File: src/rtl/avalon_timer_pkg.sv
// Shared constants for the avalon_timer peripheral: register offsets and bit positions.
package avalon_timer_pkg;

  localparam logic [2:0] REG_CTRL   = 3'd0;
  localparam logic [2:0] REG_PRESC  = 3'd1;
  localparam logic [2:0] REG_CMP    = 3'd2;
  localparam logic [2:0] REG_CNT    = 3'd3;
  localparam logic [2:0] REG_STATUS = 3'd4;

  localparam int CTRL_EN     = 0;
  localparam int CTRL_RELOAD = 1;
  localparam int CTRL_IE     = 2;
  localparam int STAT_MATCH  = 0;

endpackage

File: src/rtl/timer_prescaler.sv
// Clock divider: tick pulses every presc+1 enabled clocks; pcnt only ever matches on equality,
// so lowering presc below pcnt forces a full wrap before the next tick.
module timer_prescaler #(
  parameter int W = 8
) (
  input  logic         clk,
  input  logic         rst,
  input  logic         en,
  input  logic         clr,
  input  logic [W-1:0] presc,
  output logic         tick
);

  logic [W-1:0] pcnt;

  assign tick = en & (pcnt == presc);

  always_ff @(posedge clk) begin
    if (rst || clr || !en || tick) pcnt <= '0;
    else                           pcnt <= pcnt + 1'b1;
  end

endmodule

File: src/rtl/avalon_timer.sv
// Memory-mapped 8-bit timer/compare slave: CTRL/PRESC/CMP/CNT/STATUS registers,
// sticky compare match and a level interrupt (MATCH & IE).
module avalon_timer
  import avalon_timer_pkg::*;
#(
  parameter int ADDR_W = 6,
  parameter int DATA_W = 8
) (
  input  logic              clk,
  input  logic              rst,
  input  logic [ADDR_W-1:0] AvalonAddr_i,
  input  logic              AvalonRead_i,
  input  logic              AvalonWrite_i,
  input  logic [DATA_W-1:0] AvalonWriteData_i,
  output logic [DATA_W-1:0] AvalonReadData_o,
  output logic              TimerIrq_o
);

  logic              en, reload, ie, match;
  logic [DATA_W-1:0] presc, cmp, cnt;
  logic [2:0]        off;
  logic              wr_ctrl, wr_presc, wr_cmp, wr_cnt, wr_stat;
  logic              tick_raw, tick, pclr;
  logic [DATA_W-1:0] rd_mux;
  logic              addr_unused;

  assign off         = AvalonAddr_i[2:0];
  assign addr_unused = ^AvalonAddr_i[ADDR_W-1:3];

  assign wr_ctrl  = AvalonWrite_i && (off == REG_CTRL);
  assign wr_presc = AvalonWrite_i && (off == REG_PRESC);
  assign wr_cmp   = AvalonWrite_i && (off == REG_CMP);
  assign wr_cnt   = AvalonWrite_i && (off == REG_CNT);
  assign wr_stat  = AvalonWrite_i && (off == REG_STATUS);

  // A CNT load restarts the prescale interval and swallows a coincident tick.
  assign pclr = wr_cnt | (wr_ctrl & ~AvalonWriteData_i[CTRL_EN]);
  assign tick = tick_raw & ~wr_cnt;

  timer_prescaler #(.W(DATA_W)) u_presc (
    .clk   (clk),
    .rst   (rst),
    .en    (en),
    .clr   (pclr),
    .presc (presc),
    .tick  (tick_raw)
  );

  always_comb begin
    rd_mux = '0;
    case (off)
      REG_CTRL: begin
        rd_mux[CTRL_EN]     = en;
        rd_mux[CTRL_RELOAD] = reload;
        rd_mux[CTRL_IE]     = ie;
      end
      REG_PRESC:  rd_mux = presc;
      REG_CMP:    rd_mux = cmp;
      REG_CNT:    rd_mux = cnt;
      REG_STATUS: rd_mux[STAT_MATCH] = match;
      default:    rd_mux = '0;
    endcase
  end

  always_ff @(posedge clk) begin
    if (rst) begin
      en               <= 1'b0;
      reload           <= 1'b0;
      ie               <= 1'b0;
      match            <= 1'b0;
      presc            <= '0;
      cmp              <= '0;
      cnt              <= '0;
      AvalonReadData_o <= '0;
    end else begin
      // Later assignments win: clear < tick effects < register writes.
      if (wr_stat && AvalonWriteData_i[STAT_MATCH]) match <= 1'b0;
      if (tick) begin
        if (cnt == cmp) begin
          match <= 1'b1;
          if (reload) cnt <= '0;
          else        en  <= 1'b0;
        end else begin
          cnt <= cnt + 1'b1;
        end
      end
      if (wr_ctrl) begin
        en     <= AvalonWriteData_i[CTRL_EN];
        reload <= AvalonWriteData_i[CTRL_RELOAD];
        ie     <= AvalonWriteData_i[CTRL_IE];
      end
      if (wr_presc) presc <= AvalonWriteData_i;
      if (wr_cmp)   cmp   <= AvalonWriteData_i;
      if (wr_cnt)   cnt   <= AvalonWriteData_i;
      if (AvalonRead_i) AvalonReadData_o <= rd_mux;
    end
  end

  assign TimerIrq_o = match & ie;

endmodule

File: config.mk
export PLATFORM = sky130hd
export DESIGN_NAME = avalon_timer
export DESIGN_NICKNAME = d
export VERILOG_FILES = /design/src/rtl/avalon_timer_pkg.sv /design/src/rtl/timer_prescaler.sv /design/src/rtl/avalon_timer.sv
export SDC_FILE = /design/constraint.sdc
export NUM_CORES = 1
export LEC_CHECK = 0
export CORE_ASPECT_RATIO = 0.75
export CORE_MARGIN = 2
export CORE_UTILIZATION = 55
export DETAILED_ROUTE_END_ITERATION = 12
export HOLD_SLACK_MARGIN = 0.15
export MAX_ROUTING_LAYER = met4
export PLACE_DENSITY = 0.8
export SETUP_SLACK_MARGIN = 0.2
export SLEW_MARGIN = 5
export SYNTH_ARGS = -nofsm -noshare
export SYNTH_HDL_FRONTEND = slang
export SYNTH_SLANG_ARGS = --single-unit
File: constraint.sdc
create_clock -name clk -period 3.3 [get_ports clk]
set_clock_uncertainty 0.15 [all_clocks]
set_input_delay 0.825 -clock clk [delete_from_list [all_inputs] [get_ports clk]]
set_output_delay 0.825 -clock clk [all_outputs]
set_load 0.005 [all_outputs]
==> impl_results.md, run 1 <==
* Vias at between 2k and 2.5k
* Synth-to-layout area growth at 18.9%
* Endpoints failing setup at 0
* Fin worst setup slack at around 0.46 ns
* First-pass GRT wire length at 9.58 mm
* Post-CTS setup buffers at 0
* DRT Pass-1 Iters at 4
* Worst EP arrival at roughly 2.9 ns
* GRT overflow at 0
* Crit path kind: in2reg
* Status: finished, final reports clean
* CTS Buf Count at 5
* Max frequency at 352 MHz
* Crit path launch type: input pin
* Worst slack, placed at 0.202 ns
* Hold-fix buffers, CTS at 0
* Drt first-iter violations at between 200 and 250
* Seq cells post-synth at 44
* CTS Sinks at 44
* Worst-path cell with the longest stage delay: nor2b_1
* Yosys cell types at 48
* Crit path time final at 2.84 ns
* CP required at 3.30 ns
* Remaining antenna violation count at 0
* Site Rows at 20
* Hold Crit Class: reg2reg
* Cells after synthesis at roughly 280
* Drt total wl at 5.87 mm
* CP endpoint kind: register
* Post-synth top flop: dfxtp_1
* Most frequent cells in the layout: dfxtp_1, nand2_1, nor2_1
* Crit-path most repeated cell: a211oi_1
* Ys async rst share at 0
* Finished Layout Cells at 357
* Critical path, cell by cell: clkdlybuf4s50_1 -> nor2b_1 -> and3_1 -> buf_4 -> a211oi_1 -> a21oi_1 -> a211oi_1
* Wire length per cell at about 16 microns
* Global Route Usage Sum at 0.269
* Port Buffer Count at 23
* Max Buffers Root-to-Sink at 2
* RSZ-0062 raised after global routing: false
* Slew @ Worst Pin at 0.765 ns
* Worst r2r src: cnt[0]
* Area leader, netlist: dfxtp_1
* Hold Path End: ie
* Power density over the cells at 407 mW/mm^2
* GPL Wtd Cong at 0.869
* Num ports at 27
* Vias per inst at approximately 5.9
* Slew Limit Fails at 0
* Synth area leaders: dfxtp_1, xnor2_1, a21oi_1, mux2i_1, nand2_1
* Post-synth EDFFs at 0
* Final worst-path cycle share at 0.862
* Initial antenna violation count at 0
* # Max-Cap Violations at 0
* Hpwl dp at 4.33 mm
* Skew-Pair Late Insertion Delay at 0.30 ns
* Post-synthesis area per instance at slightly below 9 sq um
* Final hold violation count at 0
* Syn_nets at 295
* Nets at 322
* Share of cells above drive strength 1 at 0.113
* Total Die Area at approximately 0.0049 sq mm
* Vias in the first global route at 1886
* Largest net degree at the start of global routing at 19
* Sum Neg Setup Slack at 0 ns
* Max_slew headroom at 0.486
* CORE AREA at 0.00410 sq mm
* Synthesized cell area at 0.00239 sq mm
* VDD IR max at about 0.21 mV
* Worst Path Max Fanout at 13
* CTS tree: yes
* Reg2Reg Capture Point: cnt[1]
* Hold Path Origin: ie
* Worst path top cell family by delay: simple AND/OR/NAND/NOR gates
* Remaining DRCs at 0
* Die width at between 80 and 90 microns
* P_leak at between 0.9 and 1 nW
* Clk pin slew, worst setup/hold paths at ~0.080 ns
* Top cell type's share of synthesized area at 0.369
* Die height at about 61 microns
* Initial Utilization at 0.582
* Htree depth at 2
* R2R Setup Slk at 1.09 ns
* Hold path depth at 2
* Placed insts at 350
* Root cell of the clock tree: clkbuf_8
* Commonest non-fill, non-tap cell in the layout: dfxtp_1
* Crit path buf inv count at 2
* Seq/Total Area, Yosys at 0.369
* Resized cells post-CTS at 0
* CP max stage delay at around 0.57 ns
* Synth warn at 0
* Worst Reg2Reg Path Length in Cells at 5
* Antenna diodes at 0
## sequential cells by signal, indices dropped and copies added (netlist names)
register / flops
ie: 1
reload: 1
u_presc.pcnt: 8
cmp: 8
en: 1
cnt: 8
AvalonReadData_o: 8
presc: 8
match: 1
## logic make-up (layout without fill, tap and decap cells)
family / Yosys count / count (layout) / synth area share
buffers and inverters: 17 / 44 / 0.0299
AND/OR/NAND/NOR: 110 / 110 / 0.233
XOR/XNOR: 27 / 27 / 0.102
AO/OA/AOI/OAI: 54 / 54 / 0.153
flip-flops: 44 / 44 / 0.369
adder cells (fa/ha/maj): 2 / 2 / 0.0105
multiplexers: 21 / 21 / 0.103
## where the power goes
part           switching (mW)  leakage (nW)  total (mW)  internal (mW)
clock network           0.181        0.0642       0.479          0.298
logic                  0.0702         0.560       0.129         0.0587
registers              0.0102         0.355       0.549          0.538
## worst max path at each step
stage	cells after the start	end	startpoint
floorplan	8	cnt[1]	AvalonWrite_i
global placement	7	cnt[4]	AvalonAddr_i[2]
detailed placement	7	cnt[4]	AvalonAddr_i[2]
CTS	7	cnt[4]	AvalonAddr_i[2]
global route	6	cnt[4]	AvalonAddr_i[2]
finish	7	cnt[4]	AvalonAddr_i[2]
## cell type report
cell class	count	area, sq um
fillers	340	1270
clock buffers	5	68.8
well taps	55	68.8
repair buffers	34	313
multi-input cells	214	1440
clock inverters	2	60.1
flip-flops and latches	44	881
inverters	3	11.3
## synth_stat cells (3+ instances only)
| cell | instances |
|---|---|
| xor2_1 | 7 |
| and3_1 | 4 |
| o21ai_0 | 4 |
| nor2b_1 | 14 |
| nor2_1 | 25 |
| nand4_1 | 4 |
| xnor2_1 | 19 |
| buf_2 | 5 |
| a21oi_1 | 22 |
| a211oi_1 | 6 |
| dfxtp_1 | 44 |
| a22o_1 | 5 |
| mux2_2 | 6 |
| nand2_1 | 27 |
| inv_1 | 3 |
| mux2i_1 | 11 |
| nand3_1 | 17 |
| clkbuf_1 | 8 |
| o211ai_1 | 4 |
| nand2b_1 | 6 |
## worst reg2reg max path: cells and delay by family (launching register included)
family / cells / cell delay (ns)
AOI/OAI and AO/OA: 1 / 0.24
and+or+nand+nor: 2 / 0.64
DFF: 1 / 0.54
xor gates and xnor gates: 1 / 0.19
muxes: 1 / 0.34
## per-layer routing
layer / global-route usage / wire length (microns)
met5: - / 0
met4: 0.0654 / 59
met3: 0.0499 / 432
met2: 0.389 / 2530
met1: 0.392 / 2850
## through the flow
step	power, mW	instance area, sq um	hold slack (ns)	utilization
floorplan	0.635	2390	0.292	-
global placement	0.684	2710	0.311	0.660
detailed placement	0.686	2710	0.310	0.660
CTS	1.16	2840	0.325	0.691
global route	1.19	2840	0.344	0.691
finish	1.16	2840	0.327	0.691
(Power assumes the default switching activity.)
==> run 2: changes to the inputs <==
--- a/config.mk
+++ b/config.mk
@@ -7,11 +7,11 @@
 export LEC_CHECK = 0
 export CORE_ASPECT_RATIO = 0.75
 export CORE_MARGIN = 2
-export CORE_UTILIZATION = 55
+export CORE_UTILIZATION = 40
 export DETAILED_ROUTE_END_ITERATION = 12
 export HOLD_SLACK_MARGIN = 0.15
 export MAX_ROUTING_LAYER = met4
-export PLACE_DENSITY = 0.8
+export PLACE_DENSITY = 0.62
 export SETUP_SLACK_MARGIN = 0.2
 export SLEW_MARGIN = 5
 export SYNTH_ARGS = -nofsm -noshare
==> impl_results.md, run 2 (synthesis gave the netlist of run 1 again) <==
* Slew @ Worst Pin at 0.671 ns (-0.0935 ns)
* Remaining DRCs at 0 (unchanged)
* Sum Neg Setup Slack at 0 ns (unchanged)
* Worst path depth at 6 (-1)
* Final core utilization at 0.492 (-0.200)
* Nets at 320 (-0.62%)
* Max Buffers Root-to-Sink at 2 (unchanged)
* Commonest non-fill, non-tap cell in the layout: dfxtp_1
* Vias in the first global route at 2030 (+7.6%)
* Clk pin slew, worst setup/hold paths at 0.08 ns (about the same)
* CP required at 3.39 ns (+0.09 ns)
* Max_slew headroom at 0.549 (+0.0628)
* Worst-path cell with the longest stage delay: nor2b_1
* Hold-fix buffers, CTS at 0 (unchanged)
* Worst path top cell family by delay: simple AND/OR/NAND/NOR gates
* Slew Limit Fails at 0 (unchanged)
* Sequential power share at 0.483 (+0.009)
* Site Rows at 24 (+20%)
* Power density over the cells at 399 mW/mm^2 (-2.1%)
* VDD IR max at 0.196 mV (-8.4%)
* Port Buffer Count at 23 (unchanged)
* GPL Wtd Cong at 0.908 (+4.5%)
* Worst EP arrival at 2.83 ns (-0.02 ns)
* Total Die Area at 0.00661 sq mm (+35%)
* Skew-Pair Late Insertion Delay at 0.30 ns (about the same)
* Largest net degree at the start of global routing at 28 (+9)
* Crit path kind: in2reg
* Critical path origin: AvalonAddr_i[2]
* Finished Layout Cells at 379 (+6.2%)
* Drt first-iter violations at 180 (-14%)
* Internal Power at 0.863 mW (-3.6%)
* Die width at 93.2 microns (+16%)
* Hpwl dp at 4.42 mm (+2.1%)
* CTS Sinks at 44 (unchanged)
* Die height at 70.9 microns (+16%)
* R2R Setup Slk at 1.13 ns (+0.04 ns)
* Placed insts at 371 (+6.0%)
* GRT overflow at 0 (unchanged)
* Final worst-path cycle share at 0.831 (-0.0310)
* Root cell of the clock tree: clkbuf_8
* RSZ-0062 raised after global routing: false
* Htree depth at 2 (unchanged)
* Crit path buf inv count at 2 (unchanged)
* First-pass GRT wire length at 10.3 mm (+8.0%)
* Clk network pwr share at 0.405 (-0.009)
* DRT Pass-1 Iters at 4 (unchanged)
* CTS Buf Count at 5 (unchanged)
* Final hold violation count at 0 (unchanged)
* Worst r2r src: cnt[0]
* Max frequency at 365 MHz (+3.7%)
* Initial Utilization at 0.412 (-0.170)
* Crit path time final at 2.74 ns (-0.102 ns)
* CORE AREA at 0.00580 sq mm (+41%)
* Remaining antenna violation count at 0 (unchanged)
* Tot Pwr at 1.14 mW (-1.7%)
* Vias per inst at 5.43 (-8.6%)
* Share of cells above drive strength 1 at 0.110 (-0.00295)
* Antenna diodes at 0 (unchanged)
* Reg2Reg Capture Point: cnt[0]
* Initial antenna violation count at 0 (unchanged)
* CP max stage delay at 0.56 ns (about the same)
* Status: finished, final reports clean
* P_leak at 0.969 nW (-1.0%)
* Crit path launch type: input pin
* Sw Pwr at 0.273 mW (+4.5%)
* Synth-to-layout area growth at 19.3%
* Num ports at 27 (unchanged)
* Vias at 2059 (-3.0%)
* Worst setup path endpoint: cnt[6]
* Post-CTS setup buffers at 0 (unchanged)
* Comb pwr share at 0.112 (about the same)
* Worst Reg2Reg Path Length in Cells at 5 (unchanged)
* Hold Crit Class: reg2reg
* CP endpoint kind: register
* Fin Hold WS at 0.335 ns (+0.00788 ns)
* Drt total wl at 6.01 mm (+2.4%)
* CTS tree: yes
* Global Route Usage Sum at 0.208 (-0.0611)
* Worst Path Max Fanout at 14 (+1)
* Critical path, cell by cell: clkdlybuf4s50_1 -> nor2b_1 -> and3_1 -> buf_4 -> a21o_4 -> mux2i_1
* Endpoints failing setup at 0 (unchanged)
* Resized cells post-CTS at 0 (unchanged)
* Sw Share at 0.240 (+0.0143)
* Wire length per cell at 15.9 microns (-3.5%)
* # Max-Cap Violations at 0 (unchanged)
* Most frequent cells in the layout: dfxtp_1, nand2_1, nor2_1
==> run 2: cell types whose count changed in the layout (fill, tap and decap cells not counted), sizes merged <==
cell,delta
buf,-2
bufinv,-1
clkbuf,+2
==> run 2: power by group through the flow <==
stage                     Clock, mW  Sequential, mW  Combinational [mW]
after floorplan                   0           0.557              0.0775
after global placement            0           0.561               0.125
after detailed placement          0           0.561               0.126
after CTS                     0.465           0.548               0.127
after global routing          0.492           0.550               0.141
final                         0.460           0.548               0.127
==> run 2: worst min path at each step <==
| stage | slack (ns) | cells past startpoint | startpoint | end |
|---|---|---|---|---|
| CTS | 0.33 | 2 | ie | ie |
| finish | 0.33 | 2 | ie | ie |
| global route | 0.35 | 2 | ie | ie |
| floorplan | 0.29 | 2 | ie | ie |
| detailed placement | 0.32 | 2 | ie | ie |
| global placement | 0.31 | 2 | ie | ie |
==> run 2: final cells by class <==
type                    instances  area [sq um]
clock buffers                   7          96.3
inverters                       3          11.3
well taps                      78          97.6
repair buffers                 32           298
flip-flops and latches         44           881
multi-input cells             214          1440
clock inverters                 1          30.0
fillers                       569          2950
==> run 2: through the flow <==
step / worst slack (ns) / instance area, sq um
after CTS: 0.579 / 2850
after global routing: 0.366 / 2850
after detailed placement: 0.273 / 2720
after floorplan: 1.07 / 2390
after global placement: 0.220 / 2720
final: 0.558 / 2850
==> run 2: worst reg2reg max path, cell delays in order, from the launching register on <==
cell,delay (ns)
dfxtp_1,0.51
xnor2_1,0.18
nand4_1,0.19
or3_4,0.45
a21oi_2,0.24
mux2_1,0.34
==> run 2: layer usage <==
metal	vias to the layer above	global-route usage	share of wire
met5	-	-	0
met4	0	0.0654	0.016
met3	11	0.0383	0.042
met2	50	0.280	0.40
met1	975	0.313	0.55
li1	1023	-	-
==> run 3: changes to the inputs <==
--- a/config.mk
+++ b/config.mk
@@ -11,7 +11,7 @@
 export DETAILED_ROUTE_END_ITERATION = 12
 export HOLD_SLACK_MARGIN = 0.15
 export MAX_ROUTING_LAYER = met4
-export PLACE_DENSITY = 0.62
+export PLACE_DENSITY = 0.64
 export SETUP_SLACK_MARGIN = 0.2
 export SLEW_MARGIN = 5
 export SYNTH_ARGS = -nofsm -noshare
==> constraint.sdc (replaced) <==
create_clock -name clk -period 2.5 [get_ports clk]
set_clock_uncertainty 0.15 [all_clocks]
set_input_delay 0.625 -clock clk [delete_from_list [all_inputs] [get_ports clk]]
set_output_delay 0.625 -clock clk [all_outputs]
set_load 0.005 [all_outputs]
==> impl_results.md, run 3 (synthesis gave the netlist of run 1 again) <==
* Hold path depth at 2 (unchanged)
* R2R Setup Slk at 0.35 ns (-0.78 ns)
* Fin Hold WS at 0.340 ns (+0.00472 ns)
* Nets at 331 (+3.4%)
* Max Buffers Root-to-Sink at 2 (unchanged)
* Worst-path cell with the longest stage delay: or4b_1
* Max frequency at 454 MHz
* Initial Utilization at 0.412 (unchanged)
* Drt total wl at 5.90 mm (-1.8%)
* Vias in the first global route at 2097 (+3.3%)
* DRT Pass-1 Iters at 4 (unchanged)
* Clk pin slew, worst setup/hold paths at 0.08 ns (about the same)
* Vias per inst at 5.32 (-2.1%)
* CP max stage delay at 0.69 ns (+0.13 ns)
* Hold Path Origin: ie
* Total Die Area at 0.00661 sq mm (unchanged)
* Commonest non-fill, non-tap cell in the layout: dfxtp_1
* Hpwl dp at 4.57 mm (+3.4%)
* Num ports at 27 (unchanged)
* Hold Crit Class: reg2reg
* Area post-placement at 0.00282 sq mm (+3.5%)
* Worst path top cell family by delay: simple AND/OR/NAND/NOR gates
* Final hold violation count at 0 (unchanged)
* Worst Reg2Reg Path Length in Cells at 5 (unchanged)
* Slew Limit Fails at 0 (unchanged)
* VDD IR max at 0.183 mV (-6.9%)
* Wire length per cell at 15.2 microns (-4.3%)
* P_leak at 1.00 nW (+3.5%)
* Htree depth at 2 (unchanged)
* Remaining DRCs at 0 (unchanged)
* Power density over the cells at 460 mW/mm^2 (+15%)
* Antenna diodes at 0 (unchanged)
* Crit path time final at 2.20 ns
* Site Rows at 24 (unchanged)
* Synth-to-layout area growth at 21.4%
* Crit path kind: in2reg
* CTS Sinks at 44 (unchanged)
* Die width at 93.2 microns (unchanged)
* Vias at 2068 (+0.44%)
* Hold-fix buffers, CTS at 0 (unchanged)
* Largest net degree at the start of global routing at 22 (-21%)
* Critical path, cell by cell: clkdlybuf4s50_1 -> buf_4 -> nand3_2 -> o21ai_0 -> or4b_1 -> nor2_1
* Port Buffer Count at 23 (unchanged)
* Crit path launch type: input pin
* Status: finished, final reports clean
* Remaining antenna violation count at 0 (unchanged)
* CP required at 2.58 ns (-0.81 ns)
* Final core utilization at 0.500 (+0.00864)
* RSZ-0062 raised after global routing: false
* Slew @ Worst Pin at 0.376 ns (-0.295 ns)
* Most frequent cells in the layout: dfxtp_1, nand2_1, nor2_1
* Post-CTS setup buffers at 0 (unchanged)
* Resized cells post-CTS at 0 (unchanged)
* GPL Wtd Cong at 0.888 (-2.1%)
* Max_slew headroom at 0.749 (+0.200)
* Skew-Pair Late Insertion Delay at 0.30 ns (about the same)
* Final worst-path cycle share at 0.880
* Endpoints failing setup at 0 (unchanged)
* GRT overflow at 0 (unchanged)
* Reg2Reg Capture Point: cnt[1]
* Worst EP arrival at 2.28 ns (-0.55 ns)
* Hold Path End: ie
* Drt first-iter violations at 116 (-36%)
* Die height at 70.9 microns (unchanged)
* Root cell of the clock tree: clkbuf_8
* Crit path buf inv count at 2 (unchanged)
* Share of cells above drive strength 1 at 0.141 (+0.0318)
* CORE AREA at 0.00580 sq mm (unchanged)
* Worst r2r src: cnt[5]
* Worst slack, placed at -0.00543 ns (-0.279 ns)
* First-pass GRT wire length at 10.4 mm (+0.40%)
* Global Route Usage Sum at 0.205 (-0.00270)
* Initial antenna violation count at 0 (unchanged)
* # Max-Cap Violations at 0 (unchanged)
* Finished Cell Area at 0.00290 sq mm (+1.8%)
* CTS Buf Count at 5 (unchanged)
* CTS tree: yes
* CP endpoint kind: register
* Worst Path Max Fanout at 8 (-6)
* Fin worst setup slack at 0.299 ns (-0.259 ns)
* Tot Pwr at 1.33 mW (+17%)
-- run 3: cell types whose count changed in the layout (fill, tap and decap cells not counted), sizes merged --
cell | previous run | this run
buf | 9 | 20
bufinv | 1 | 0
clkbuf | 7 | 6
clkinv | 0 | 1
-- run 3: worst register-to-register path, cell delays in order (launching register included) --
cell and delay (ns):
dfxtp_1 0.46, xnor2_1 0.19, nand4_1 0.21, or3_4 0.45
a21oi_2 0.23, mux2_1 0.33
-- run 3: power by group --
part | internal [mW] | switching, mW
clock network | 0.190 | 0.239
logic | 0.0873 | 0.0940
registers | 0.711 | 0.0120
-- run 3: stage by stage --
stage / TNS [ns] / instances
2_1_floorplan: 0 / 275
4_1_cts: 0 / 389
3_3_place_gp: -0.00136 / 382
6_report: 0 / 389
5_1_grt: 0 / 389
3_5_place_dp: -0.0159 / 382
-- run 3: cell type report --
cell class,count,area (sq um)
Clock buffer,6,72.6
Fill cell,566,2900
Tap cell,78,97.6
Clock inverter,1,5.00
Timing Repair Buffer,43,393
Inverter,3,11.3
Sequential cell,44,881
Multi-Input combinational cell,214,1440
-- run 3: worst max path at each step --
stage                    startpoint              end  slack [ns]  cells past startpoint
finish              AvalonAddr_i[1]  u_presc.pcnt[4]        0.30                      6
global route          AvalonWrite_i           cnt[4]        0.22                      7
CTS                   AvalonWrite_i           cnt[4]        0.30                      6
detailed placement    AvalonWrite_i           cnt[3]      -0.005                      7
global placement      AvalonWrite_i           cnt[7]      -0.001                      6
floorplan             AvalonWrite_i           cnt[1]        0.47                      8
-- run 3: layer usage --
| metal | wire length, microns | part of all wire | global-route usage | up-vias |
|---|---|---|---|---|
| li1 | - | - | - | 1041 |
| met1 | 3210 | 0.54 | 0.313 | 973 |
| met2 | 2340 | 0.40 | 0.279 | 47 |
| met3 | 276 | 0.047 | 0.0383 | 7 |
| met4 | 66 | 0.011 | 0.0490 | 0 |
| met5 | 0 | 0 | - | - |
